`config.mk`:
```
export PLATFORM = sky130hd
export DESIGN_NAME = instr_fetch_unit
export DESIGN_NICKNAME = d
export VERILOG_FILES = /design/src/rtl/fetch_pkg.sv /design/src/rtl/if_out_reg.sv /design/src/rtl/instr_fetch_unit.sv
export SDC_FILE = /design/constraint.sdc
export NUM_CORES = 1
export LEC_CHECK = 0
export ABC_CLOCK_PERIOD_IN_PS = 2900
export BUFFER_PORTS_ARGS = -buffer_cell sky130_fd_sc_hd__buf_2
export CAP_MARGIN = 10
export CORE_MARGIN = 2
export CORE_UTILIZATION = 48
export DETAILED_ROUTE_END_ITERATION = 8
export PLACE_DENSITY_LB_ADDON = 0.12
export SLEW_MARGIN = 10
export SYNTH_ARGS = -nofsm -noshare
export SYNTH_HDL_FRONTEND = slang
export SYNTH_SLANG_ARGS = --single-unit
```
`constraint.sdc`:
```
create_clock -name clk -period 2.9 [get_ports clk]
set_clock_uncertainty 0.1 [all_clocks]
set_input_delay 0.58 -clock clk [delete_from_list [all_inputs] [get_ports clk]]
set_output_delay 0.58 -clock clk [all_outputs]
set_load 0.02 [all_outputs]
```
`src/rtl/fetch_pkg.sv`:
```
// fetch_pkg: types and constants shared by the instruction fetch unit.
//   fetch_state_e : fetch FSM states (REQ issue, WAIT for response, HOLD for decode)
//   INSTR_BYTES   : byte size of one instruction, the sequential PC step
package fetch_pkg;

    typedef enum logic [1:0] {
        REQ  = 2'd0,
        WAIT = 2'd1,
        HOLD = 2'd2
    } fetch_state_e;

    localparam int unsigned INSTR_BYTES = 4;

endpackage

```
`src/rtl/if_out_reg.sv`:
```
// if_out_reg: output buffer between the fetch FSM and decode.
// Holds one fetched instruction together with its PC.
//   clk, rst  : clock, synchronous active-high reset
//   load      : capture instr_in / pc_in and mark the buffer valid
//   flush     : drop the buffered instruction (redirect); wins over load/accept
//   accept    : decode is ready; clears a valid buffer
//   instr_in  : instruction word from memory
//   pc_in     : PC the instruction was fetched from
//   if_valid  : buffer holds an instruction (forced low while rst is high)
//   if_instr  : buffered instruction
//   if_pc     : PC of the buffered instruction
module if_out_reg #(
    parameter int XLEN = 32,
    parameter int ILEN = 32
) (
    input  logic            clk,
    input  logic            rst,
    input  logic            load,
    input  logic            flush,
    input  logic            accept,
    input  logic [ILEN-1:0] instr_in,
    input  logic [XLEN-1:0] pc_in,
    output logic            if_valid,
    output logic [ILEN-1:0] if_instr,
    output logic [XLEN-1:0] if_pc
);

    logic valid_q;

    // Flush takes priority so that a redirect in the same cycle as an
    // accept or a capture never leaves a stale instruction visible.
    always_ff @(posedge clk) begin
        if (rst) begin
            valid_q  <= 1'b0;
            if_instr <= '0;
            if_pc    <= '0;
        end else if (flush) begin
            valid_q  <= 1'b0;
        end else if (load) begin
            valid_q  <= 1'b1;
            if_instr <= instr_in;
            if_pc    <= pc_in;
        end else if (accept) begin
            valid_q  <= 1'b0;
        end
    end

    // Gated so decode sees nothing valid during the reset cycle itself.
    assign if_valid = valid_q & ~rst;

endmodule

```
`src/rtl/instr_fetch_unit.sv`:
```
// instr_fetch_unit: owns the fetch PC, issues one fetch at a time to
// instruction memory and hands {pc, instr} to decode.
//   clk, rst        : clock, synchronous active-high reset
//   redirect_valid  : taken branch/jump; flush and refetch from redirect_pc
//   redirect_pc     : redirect target (low two bits ignored)
//   imem_req        : fetch request, address on imem_addr
//   imem_addr       : fetch address, always equal to fetch_pc
//   imem_gnt        : memory accepted the request this cycle
//   imem_rvalid     : in-order response valid, carries imem_rdata
//   imem_rdata      : response instruction word
//   if_valid        : instruction available to decode
//   if_instr, if_pc : buffered instruction and its PC
//   if_ready        : decode accepts when if_valid is high
//   fetch_pc        : current fetch PC
module instr_fetch_unit
    import fetch_pkg::*;
#(
    parameter int              XLEN     = 32,
    parameter int              ILEN     = 32,
    parameter logic [XLEN-1:0] RESET_PC = 32'h0
) (
    input  logic            clk,
    input  logic            rst,
    input  logic            redirect_valid,
    input  logic [XLEN-1:0] redirect_pc,
    output logic            imem_req,
    output logic [XLEN-1:0] imem_addr,
    input  logic            imem_gnt,
    input  logic            imem_rvalid,
    input  logic [ILEN-1:0] imem_rdata,
    output logic            if_valid,
    output logic [ILEN-1:0] if_instr,
    output logic [XLEN-1:0] if_pc,
    input  logic            if_ready,
    output logic [XLEN-1:0] fetch_pc
);

    localparam logic [XLEN-1:0] ALIGN_MASK = ~XLEN'(INSTR_BYTES - 1);
    localparam logic [XLEN-1:0] RESET_PC_ALIGNED = RESET_PC & ALIGN_MASK;

    fetch_state_e    state, state_nxt;
    logic [XLEN-1:0] pc_nxt;
    logic [XLEN-1:0] redirect_target;
    logic            drop, drop_nxt;
    logic            load;

    assign redirect_target = redirect_pc & ALIGN_MASK;

    always_ff @(posedge clk) begin
        if (rst) begin
            state    <= REQ;
            fetch_pc <= RESET_PC_ALIGNED;
            drop     <= 1'b0;
        end else begin
            state    <= state_nxt;
            fetch_pc <= pc_nxt;
            drop     <= drop_nxt;
        end
    end

    // drop marks an outstanding response that belongs to the old path and
    // must be swallowed when it returns. Redirect overrides everything else.
    always_comb begin
        state_nxt = state;
        pc_nxt    = fetch_pc;
        drop_nxt  = drop;
        load      = 1'b0;
        unique case (state)
            REQ: begin
                if (redirect_valid) begin
                    pc_nxt = redirect_target;
                    if (imem_gnt) begin
                        drop_nxt  = 1'b1;
                        state_nxt = WAIT;
                    end
                end else if (imem_gnt) begin
                    state_nxt = WAIT;
                end
            end
            WAIT: begin
                if (imem_rvalid) begin
                    drop_nxt  = 1'b0;
                    state_nxt = REQ;
                    if (redirect_valid) begin
                        pc_nxt = redirect_target;
                    end else if (!drop) begin
                        load      = 1'b1;
                        pc_nxt    = fetch_pc + XLEN'(INSTR_BYTES);
                        state_nxt = HOLD;
                    end
                end else if (redirect_valid) begin
                    pc_nxt   = redirect_target;
                    drop_nxt = 1'b1;
                end
            end
            HOLD: begin
                if (redirect_valid) begin
                    pc_nxt    = redirect_target;
                    state_nxt = REQ;
                end else if (if_ready) begin
                    state_nxt = REQ;
                end
            end
            default: begin
                state_nxt = REQ;
            end
        endcase
    end

    assign imem_req  = (state == REQ) & ~rst;
    assign imem_addr = fetch_pc;

    if_out_reg #(
        .XLEN (XLEN),
        .ILEN (ILEN)
    ) u_out (
        .clk      (clk),
        .rst      (rst),
        .load     (load),
        .flush    (redirect_valid),
        .accept   (if_ready),
        .instr_in (imem_rdata),
        .pc_in    (fetch_pc),
        .if_valid (if_valid),
        .if_instr (if_instr),
        .if_pc    (if_pc)
    );

endmodule

```
# Word level (Yosys, flattened, before mapping)
# Cells that the tools add are included.
[totals] ff_bits=100 inputBits=70 word_cells=52
[op_classes] add_sub_neg=1 n_eq_ne=8 mux=23 n_bitwise=4 reduce_logical=10
[ops] cell="$mux W32" n=4
[ops] cell="$pmux W32 S2" n=1
[ops] cell="$add A32 B3 Y32 const B" n=1
[ops] cell="$mux W2" n=6
[ops] cell="$mux W1" n=10
[ops] cell="$ne A2 B2 Y1 const B" n=3
[ops] cell="$ne A3 B3 Y1 const B" n=2
[ops] cell="$pmux W2 S3" n=1
[ops] cell="$reduce_bool A2 Y1" n=3
[ops] cell="$ne A4 B4 Y1 const B" n=1
[ops] cell="$reduce_and A2 Y1" n=2
[ops] cell="$reduce_and A4 Y1" n=1
[ops] cell="$reduce_or A2 Y1" n=2
[ops] cell="$reduce_and A3 Y1" n=1
[ops] cell="$and A1 B1 Y1" n=2
[ops] cell="$eq A2 B1 Y1 const B" n=1
[ops] cell="$eq A2 B2 Y1 const B" n=1
[ops] cell="$logic_not A2 Y1" n=1
[ops] cell="$not A1 Y1" n=2
[ops] cell="$pmux W1 S2" n=1

# Depth between registers and ports, before layout
[depth] ltp_word=5 depth_mapped=8 ltp_nobuf=6

# Hierarchy
# From an unflattened synthesis, not the netlist that was laid out.
[hier_totals] cells_unflattened=637 area_unflattened_um2=5664.2
[by_module_without_submodules] mod="if_out_reg" n_inst=1 cells_per_inst=297 area_per_inst_um2=3126.7 seq_area_each_um2=1301.2
[by_module_without_submodules] mod="instr_fetch_unit" n_inst=1 cells_per_inst=340 area_per_inst_um2=2537.4 seq_area_each_um2=700.7

# Worst setup path before layout
# No wires, ideal clock.
[synth_timing] kind="reg2reg" start="register fetch_pc[2]" end="register fetch_pc[22]" setup_time_ns=0.074 arrival_ns=2.170 required_time_ns=2.726 path_slack_ns=0.555 path_stages_with_launch=8 path_buffers=1 synth_period_minus_slack_ns=2.345 cell_sequence="dfxtp_1 ha_1 nand3_1 or2_1 buf_6 or3_4 or4_1 a31oi_1"
[synth_between] elab_chain_cells=5
[synth_lines] element="start, declared" line="instr_fetch_unit.sv:35" text="output logic [XLEN-1:0] fetch_pc"
[synth_lines] element="start signal, assigned" line="instr_fetch_unit.sv:56" text="fetch_pc <= pc_nxt;"
[synth_lines] element="$add A32 B3 Y32" line="instr_fetch_unit.sv:88" text="pc_nxt = fetch_pc + XLEN'(INSTR_BYTES);"
[synth_lines] element="$mux W32" line="instr_fetch_unit.sv:86" text="end else if (!drop) begin"
[synth_lines] element="$mux W32" line="instr_fetch_unit.sv:84" text="if (redirect_valid) begin"
[synth_lines] element="$mux W32" line="instr_fetch_unit.sv:81" text="if (imem_rvalid) begin"
[synth_lines] element="$pmux W32 S2" line="instr_fetch_unit.sv:68" text="unique case (state)"
# Every way passes these cells. The select of a mux whose other input is x is not followed.
# A chain may end at the register's enable or synchronous reset.

# Final worst setup path
[layout_timing] start="register state[0]" end="register fetch_pc[29]"
[layout_between] elab_chain_cells=4 word_cells_on_any_way=8 classes_between="eq/ne: 3; mux: 1; reduce/logical: 4"
[layout_lines] element="start, declared" line="instr_fetch_unit.sv:41" text="fetch_state_e state, state_nxt;"
[layout_lines] element="start signal, assigned" line="instr_fetch_unit.sv:55" text="state <= state_nxt;"
[layout_lines] element="$eq A2 B2 Y1 / $logic_not A2 Y1 (equally long branches)" line="instr_fetch_unit.sv:68"
[layout_lines] element="$reduce_or A2 Y1 (no line)"
[layout_lines] element="$reduce_bool A2 Y1 (no line)"
[layout_lines] element="$reduce_and A2 Y1 (no line)"
# Parallel ways exist; a longest one is shown, timed or not.

==> summary.txt <==
Global routing
  • Initial antenna violation count: 0
  • Global-route wire length before repair: about 21000 um
  • Vias in the first global route: approximately 4200
  • Largest net degree at the start of global routing: a little under 70
  • GR Overflow Total: 0
  • Total track usage: ~24%

Place
  • Gp weighted congestion: approximately 0.88
  • Inst Count DP: around 880
  • PortBufs: roughly 200
  • Dpl hpwl: about 9700 um
  • Dpl cell area: between 5000 and 6000 um^2

Drt
  • Post-DR wirelength/cell: around 15 um
  • DR iter-0 viols: roughly 260
  • Drt pass-1 iters: 5
  • Vias per cell: about 5.4
  • Total number of vias: approximately 4900
  • Drt drc: 0
  • Post-DRT Antenna Nets: 0
  • Routed WL: between 10000 and 15000 um

Clock tree
  • PostCTS Resize Cnt: 0
  • CTS Root Cell: clkbuf_8
  • Clock tree from TritonCTS: yes
  • Later-pin clock latency in the skew report: around 370 ps
  • Worst-path clk slew: 110 ps
  • CTS buffer count: 9
  • H-tree depth: 3
  • Hold_buf cts: 0
  • Clk sinks: 100
  • Postcts setup bufs: 0
  • Clock Path Buffers: 2

Floorplan
  • Core ar.: roughly 9600 um^2
  • Rows: 36
  • Ports: 200
  • Die Y: 103 um
  • Effective utilization at floorplan: 48.7%
  • Die ar.: 10600 um^2
  • Die Wd: 103 um

Finish
  • Post-route cell area: between 5000 and 6000 um^2
  • Fill cells: 953
  • Layout Cells excl Fill: around 900
  • Commonest cells after routing, fill and taps aside: 196 x buf_2, 149 x nand2_1, 100 x dfxtp_1
  • Final Core Density: 59.7%
  • Share of layout cells above drive strength 1: a little under a third
  • Area Growth Syn to Fin: 22.4%
  • Nets: 832
  • Commonest non-fill, non-tap cell in the layout: buf_2
  • ANT cells: 0

Logic synthesis
  • Mapped Nets: 684
  • Ys async rst share: 0%
  • Seq cells post-synth: 100
  • Cell variety after synth: 59
  • Most used flip-flop cell after synthesis: dfxtp_1
  • Ys Warns: 0
  • Seq/Total Area, Yosys: 42.6%
  • Mapped Cells: between 600 and 700
  • Post-synth design cell area: approximately 4700 um^2
  • Syn Area/Cell: around 7.7 um^2
  • Number of synthesized flops with an enable pin: 0

Critical path
  • Cell family with most CP delay: simple AND/OR/NAND/NOR gates
  • Crit path buf inv count: 1
  • Cells along the critical path: and2_1 -> nand4_1 -> buf_4 -> or4_1 -> a31oi_1
  • Largest fanout on the critical path: roughly 70
  • Kind of critical path: register to register
  • Max stage delay cell, worst path: or4_1
  • Worst Path Arrival: approximately 2600 ps
  • Largest stage delay on the critical path: 570 ps
  • Crit path launch type: register
  • Worst EP required: around 3000 ps
  • R2R Setup Slk: around 540 ps
  • Crit end category: register

STA
  • RSZ-0062 raised after global routing: false
  • Maximum clock rate: between 400 and 500 MHz
  • Hold_ws: between 300 and 400 ps
  • Setup-failing EPs final: 0
  • Fin. max-slew vios: 0
  • Final worst-path cycle share: between 80% and 90%
  • Tmin final: 2360 ps
  • Total Neg Setup Slack: 0 ps
  • Worst-margin pin slew: ~690 ps
  • Worst rel slew slack: 54.0%
  • Number of hold violations in the final report: 0

Worst hold path
  • Hold Path Class: primary input to register

Status
  • Run status: completed

Pwr
  • Pleak: 2.47 nW
  • Worst vdd ir: 277 uV
  • Pwr Density: 479 nW/um^2

Job
  • Max-cap violations: 0
synth_stat cells, types with 2 or more instances:
master	instances	share of area (%)
nor3b_1	2	0.32
nand4_1	13	1.7
a211oi_1	8	1.3
a22oi_1	10	1.6
o211ai_1	6	0.96
a31oi_1	9	1.2
o31ai_1	3	0.48
and2_1	5	0.67
clkbuf_1	40	3.2
o21ai_0	17	1.8
a221oi_1	3	0.56
and4_2	2	0.43
dfxtp_1	100	43
nor2_1	22	1.8
a22o_1	2	0.37
inv_1	8	0.64
buf_2	3	0.32
nor4_1	11	1.5
a21o_1	2	0.32
buf_4	32	5.1
or4_1	4	0.64
and3_1	8	1.1
o21bai_1	3	0.48
nor3_1	13	1.4
or3_1	4	0.53
a311o_1	2	0.43
nor2b_1	3	0.40
nand2_1	149	12
nand3_1	15	1.6
a21oi_1	81	8.6
nor4b_1	2	0.37
mux2i_1	3	0.64
o22ai_1	2	0.27
stage by stage:
stage / worst slack [ps] / power [mW]
2_1_floorplan: 555 / 1.78
3_3_place_gp: 432 / 1.90
3_5_place_dp: 403 / 1.91
4_1_cts: 525 / 2.77
5_1_grt: 365 / 2.87
6_report: 535 / 2.75
logic make-up (layout without fill, tap and decap cells):
group | after synthesis | after routing | share of synthesized area, %
buffers and inverters | 87 | 240 | 9.99
AO/OA/AOI/OAI | 158 | 158 | 20.4
adder cells (fa/ha/maj) | 1 | 1 | 0.266
flip-flops | 100 | 100 | 42.6
multiplexers | 4 | 4 | 0.879
AND/OR/NAND/NOR | 263 | 263 | 25.9
layer usage:
layer,GRT usage [%],share of wire [%],vias up
met5,0,0,-
met4,7.49,1.1,0
met3,5.02,7.1,19
met2,39.2,47,197
met1,33.2,44,2265
li1,-,-,2416
sequential cells by signal, summed over array words and instances (netlist names):
signal	cells
drop	1
fetch_pc	32
state	2
u_out.if_instr	32
u_out.if_pc	32
u_out.valid_q	1
power breakdown:
group / internal (mW) / switching, mW
Clock: 0.353 / 0.527
Sequential: 1.42 / 0.0732
Combinational: 0.145 / 0.241
Total: 1.91 / 0.841
worst reg2reg max path: cells and delay by family, from the launching register on:
kind | cells | cell delay, ps
compound gates | 1 | 170
simple gates | 3 | 1170
flops | 1 | 520
buf+inv | 1 | 340
final timing paths:
| kind | from | cells past startpoint | end |
|---|---|---|---|
| worst max-delay path | state[0] | 5 | fetch_pc[29] |
| worst min-delay path | imem_rdata[14] | 3 | u_out.if_instr[14] |
| worst max register to register | state[0] | 5 | fetch_pc[29] |
| worst min register to register | u_out.if_pc[18] | 2 | u_out.if_pc[18] |
final cells by class:
type | count | area (um^2) | area share [%]
Multi-Input combinational cell | 426 | 2230 | 38.8
Sequential cell | 100 | 2000 | 34.8
Timing Repair Buffer | 215 | 1120 | 19.5
Tap cell | 133 | 166 | 2.89
Clock buffer | 10 | 138 | 2.39
Clock inverter | 6 | 55.1 | 0.957
Inverter | 9 | 33.8 | 0.587
Power figures use the tool's default switching activity.
